[config.mk]
export PLATFORM = sky130hd
export DESIGN_NAME = alu
export DESIGN_NICKNAME = d
export VERILOG_FILES = /design/src/rtl/alu.sv
export SDC_FILE = /design/constraint.sdc
export NUM_CORES = 1
export LEC_CHECK = 0
export BUFFER_PORTS_ARGS = -buffer_cell sky130_fd_sc_hd__buf_4
export CAP_MARGIN = 0
export CORE_UTILIZATION = 55
export DETAILED_ROUTE_END_ITERATION = 6
export MAX_ROUTING_LAYER = met4
export PLACE_DENSITY = 0.92
export SLEW_MARGIN = 30
export SYNTH_ARGS = -nofsm -noshare
export SYNTH_HDL_FRONTEND = slang
export SYNTH_SLANG_ARGS = --single-unit
[constraint.sdc]
create_clock -name clk -period 0.8 [get_ports clk]
set_input_delay 0.04 -clock clk [delete_from_list [all_inputs] [get_ports clk]]
set_output_delay 0.04 -clock clk [all_outputs]
set_load 0.01 [all_outputs]
[src/rtl/alu.sv]
// Registered 8-bit ALU: add/sub/inc/dec/and/or/xor/not with carry, overflow, negative and zero flags.
// Latency: 1 cycle; inputs sampled on a rising edge appear on the outputs right after it.
// Backpressure: none; a new operation is accepted on every cycle.
//
// Ports:
//   clk        system clock, outputs update on the rising edge
//   rst_n      asynchronous active-low reset, clears every output (Zero included)
//   A, B       8-bit operands (B unused by INC, DEC, NOT)
//   X, Y, Z    operation select, {X,Y,Z} with X as the MSB
//   C          registered 8-bit result
//   cout       registered carry (ADD/INC) or borrow (SUB/DEC), 0 for logic ops
//   Ov         registered signed overflow, 0 for logic ops
//   Neg        registered C[7]
//   Zero       registered (C == 0); forced to 0 while in reset
module alu (
    input  logic       clk,
    input  logic       rst_n,
    input  logic [7:0] A,
    input  logic [7:0] B,
    input  logic       X,
    input  logic       Y,
    input  logic       Z,
    output logic [7:0] C,
    output logic       cout,
    output logic       Ov,
    output logic       Neg,
    output logic       Zero
);

    typedef enum logic [2:0] {
        OP_ADD = 3'b000,
        OP_SUB = 3'b001,
        OP_INC = 3'b010,
        OP_DEC = 3'b011,
        OP_AND = 3'b100,
        OP_OR  = 3'b101,
        OP_XOR = 3'b110,
        OP_NOT = 3'b111
    } op_e;

    op_e        op;
    logic [7:0] arith_b;    // second arithmetic operand: B or the constant 1
    logic [8:0] sum9;       // 9-bit sum/difference; bit 8 is carry or borrow
    logic       is_sub;

    logic [7:0] c_d,    c_q;
    logic       cout_d, cout_q;
    logic       ov_d,   ov_q;
    logic       neg_d,  neg_q;
    logic       zero_d, zero_q;

    assign op = op_e'({X, Y, Z});

    always_comb begin
        // INC/DEC share the ADD/SUB path with the operand replaced by 1;
        // Z picks subtract across the whole arithmetic half of the op space.
        arith_b = Y ? 8'h01 : B;
        is_sub  = Z;
        if (is_sub) begin
            // Unsigned 9-bit subtract: bit 8 ends up set exactly when A < arith_b.
            sum9 = {1'b0, A} - {1'b0, arith_b};
        end else begin
            sum9 = {1'b0, A} + {1'b0, arith_b};
        end
    end

    always_comb begin
        c_d    = 8'h00;
        cout_d = 1'b0;
        ov_d   = 1'b0;
        unique case (op)
            OP_ADD, OP_INC: begin
                c_d    = sum9[7:0];
                cout_d = sum9[8];
                ov_d   = (A[7] == arith_b[7]) && (sum9[7] != A[7]);
            end
            OP_SUB, OP_DEC: begin
                c_d    = sum9[7:0];
                cout_d = sum9[8];
                ov_d   = (A[7] != arith_b[7]) && (sum9[7] != A[7]);
            end
            OP_AND: c_d = A & B;
            OP_OR:  c_d = A | B;
            OP_XOR: c_d = A ^ B;
            OP_NOT: c_d = ~A;
            default: c_d = 8'h00;
        endcase
        // Flags come from the new result, not from the registered one.
        neg_d  = c_d[7];
        zero_d = (c_d == 8'h00);
    end

    always_ff @(posedge clk or negedge rst_n) begin
        if (!rst_n) begin
            c_q    <= 8'h00;
            cout_q <= 1'b0;
            ov_q   <= 1'b0;
            neg_q  <= 1'b0;
            zero_q <= 1'b0;   // deliberately 0 in reset even though C is 0
        end else begin
            c_q    <= c_d;
            cout_q <= cout_d;
            ov_q   <= ov_d;
            neg_q  <= neg_d;
            zero_q <= zero_d;
        end
    end

    assign C    = c_q;
    assign cout = cout_q;
    assign Ov   = ov_q;
    assign Neg  = neg_q;
    assign Zero = zero_q;

endmodule

==> reports/metrics.cfg <==
[yosys]
biggest_area_contributors_in_the_synthesized_netlist=sky130_fd_sc_hd__ha_1 21%, sky130_fd_sc_hd__dfrtp_1 19%, sky130_fd_sc_hd__nor2_1 7.9%
netlist_area_sq_um=1480
number_of_instances_in_the_synthesized_netlist=183
synth.most_common_cell=sky130_fd_sc_hd__nor2_1
yosys.cell_types.count=36
register_bit_total_from_synthesis=11
synth.cells.most_frequent=31 x sky130_fd_sc_hd__nor2_1, 25 x sky130_fd_sc_hd__ha_1, 25 x sky130_fd_sc_hd__inv_1, 13 x sky130_fd_sc_hd__a21oi_1
synth_ff_type=sky130_fd_sc_hd__dfrtp_1
postSynthAreaPerCell_sq_um=8.07
ys.warnings.count=0
synth_nets=230
synth-edff-count=0
synth_async_sr_flop_share=1.00
yosys.area.top_type=sky130_fd_sc_hd__ha_1
fraction_of_the_yosys_area_taken_by_sequential_cells=0.186
post-synth-top-area-fraction=0.212

[floorplan]
row_count=18
top_level_ports=33
starting_utilization_of_the_core_area=0.591
core_area_sq_um=2500
die_width_um=53.8
die-height_um=53.8
die_ar_sq_um=2900

[placed_design]
detailedPlace.worstSlack_ns=-1.88
portBuffers=32
routability_congestion_estimate_from_global_placement=0.813
placedInstanceArea_sq_um=2050
dp.final_hpwl_mm=3.13

[power]
power.leakage_nw=1.16
power_mw=2.94
vdd.ir_drop.worst_mv=1.41
power.density_cell_area_nw_per_um2=1270

[clock_network]
htree_num_levels=1
cts.clk_slew.worst_paths_ns=0.07
max-clock-path-buffers=2
cts-buffers-inserted=3
cts_tree=built
clk_root_buffer_cell=sky130_fd_sc_hd__clkbuf_4
numClockSinks=11

[run_status]
violations_in_the_final_reports=setup timing
status=complete, but fails checks

[drt]
dr_total_vias=1845
initialDrtViolationCount=148
detail_route.drc_violations=0
viasPerCell=6.43
detail_route.wirelength_mm=6.15
1st_pass_router_iterations=5
routedWlPerCell_um=21.4
ant_nets=0

[global_routing]
grt_start_max_net_pins=14
grt_first_pass_wirelength_mm=7.73
number_of_antenna_violations_at_the_first_check_in_global_routing=0
grt_use_total=0.387
grt_pass1_vias=1647
globalRouteOverflowTotal=0

[layout]
postLayoutCellArea_sq_um=2320
design.final.nets=305
area_growth_pct=57.2
post_route_cells_drive_above_1_share=0.436
number_of_antenna_diodes=0

[sta]
timing.hold.ws_ns=0.0196
setup_viol=23
post-route-period-util=3.21
finalWorstSetupSlack_ns=-1.77
report.final.slew_viol_count=0
grt_setup_unrepaired=true
final_period_minus_worst_setup_slack_ns=2.57
slew-limit-headroom=0.690
hold_violations=0
maxClockFrequency_ghz=0.390
worst-slew-pin-transition_ns=0.460

[worst_setup_path]
cp_startpoint_kind=primary input
worst_setup_path_end_kind=flop
timing.setup.critical_path_class=primary input to flop
critical_path_peak_fanout=4
worstPathArrival_ns=2.75
worstPathRequired_ns=0.98

[worst_hold_path]
hold_class=primary input to flop

[flow_run]
maxCapViolations=0

sequential cells by signal, indices dropped and copies added (netlist names):
register,flops
cout,1
Ov,1
Zero,1
C,8
critical path: stages:
cell	delay, ns
sky130_fd_sc_hd__buf_8	0.10
sky130_fd_sc_hd__nand2b_4	0.14
sky130_fd_sc_hd__ha_4	0.26
sky130_fd_sc_hd__inv_2	0.02
sky130_fd_sc_hd__mux2_4	0.28
sky130_fd_sc_hd__fa_2	0.39
sky130_fd_sc_hd__a211oi_4	0.30
sky130_fd_sc_hd__nor2_2	0.08
sky130_fd_sc_hd__xnor2_1	0.24
sky130_fd_sc_hd__o21ai_1	0.12
sky130_fd_sc_hd__or4_1	0.58
sky130_fd_sc_hd__nor4_2	0.19
kinds of logic (layout without fill, tap and decap cells):
group | after synthesis | in the layout | share of synthesized area
compound gates | 41 | 41 | 0.174
simple gates | 55 | 55 | 0.166
buf+inv | 34 | 108 | 0.0957
mux | 8 | 8 | 0.106
xor+xnor | 8 | 8 | 0.0474
fa+ha+maj | 26 | 26 | 0.225
flops | 11 | 11 | 0.186
routing by layer:
layer,GRT usage,vias to the layer above,wire length [um]
met5,-,-,0
met4,0.228,0,434
met2,0.687,163,3000
met1,0.414,865,2190
li1,-,774,-
met3,0.0339,43,535
cell usage in the layout, fill, tap and decap left out, types with 2 or more instances in the layout:
master and count:
sky130_fd_sc_hd__buf_4 60, sky130_fd_sc_hd__nor2_1 28, sky130_fd_sc_hd__inv_1 23, sky130_fd_sc_hd__ha_1 20, sky130_fd_sc_hd__buf_6 17, sky130_fd_sc_hd__dfrtp_1 11
sky130_fd_sc_hd__nand2_1 11, sky130_fd_sc_hd__a21oi_1 7, sky130_fd_sc_hd__a21oi_2 6, sky130_fd_sc_hd__o21ai_1 6, sky130_fd_sc_hd__o21a_1 4, sky130_fd_sc_hd__xnor2_1 4
sky130_fd_sc_hd__nor3_1 4, sky130_fd_sc_hd__o21ai_0 4, sky130_fd_sc_hd__ha_4 4, sky130_fd_sc_hd__mux4_1 3, sky130_fd_sc_hd__xor2_1 3, sky130_fd_sc_hd__clkbuf_4 3
sky130_fd_sc_hd__nor2_2 2, sky130_fd_sc_hd__nand2b_4 2, sky130_fd_sc_hd__o32a_1 2, sky130_fd_sc_hd__mux4_2 2, sky130_fd_sc_hd__o31ai_2 2, sky130_fd_sc_hd__o211ai_1 2
report_power, final:
group	switching (mW)	internal (mW)
registers	0.0492	0.647
logic	0.923	0.935
clock network	0.195	0.194
total	1.17	1.78
worst paths after layout:
kind                       startpoint  endpoint  slack (ns)  cells past startpoint
worst max-delay path                Y      Zero       -1.77                     12
min in group asynchronous       rst_n      C[5]        0.12                      2
worst min-delay path                X      C[1]        0.02                      2
max in group asynchronous       rst_n      C[2]        0.54                      2
through the flow:
| step | utilization | setup TNS (ns) | std cells |
|---|---|---|---|
| 2_1_floorplan | - | -14.74 | 183 |
| 3_3_place_gp | 0.819 | -13.01 | 276 |
| 6_report | 0.929 | -12.02 | 287 |
| 4_1_cts | 0.914 | -10.44 | 285 |
| 3_5_place_dp | 0.819 | -14.08 | 276 |
| 5_1_grt | 0.929 | -12.85 | 287 |
repair_timing:
action	CTS	global route
endpoints found under the hold margin	11	0
gates cloned	0	0
pin swaps	19	7
endpoints found under the setup margin	23	23
buffers inserted	4	3
gates resized for setup	41	6
hold buffers	1	0
layout make-up:
type,count,area [sq um]
inverters,25,96.3
flip-flops and latches,11,275
multi-input cells,138,1220
clock buffers,4,26.3
fillers,84,178
well taps,30,37.5
repair buffers,79,667
Note: power is estimated with default switching activity, not from simulation.
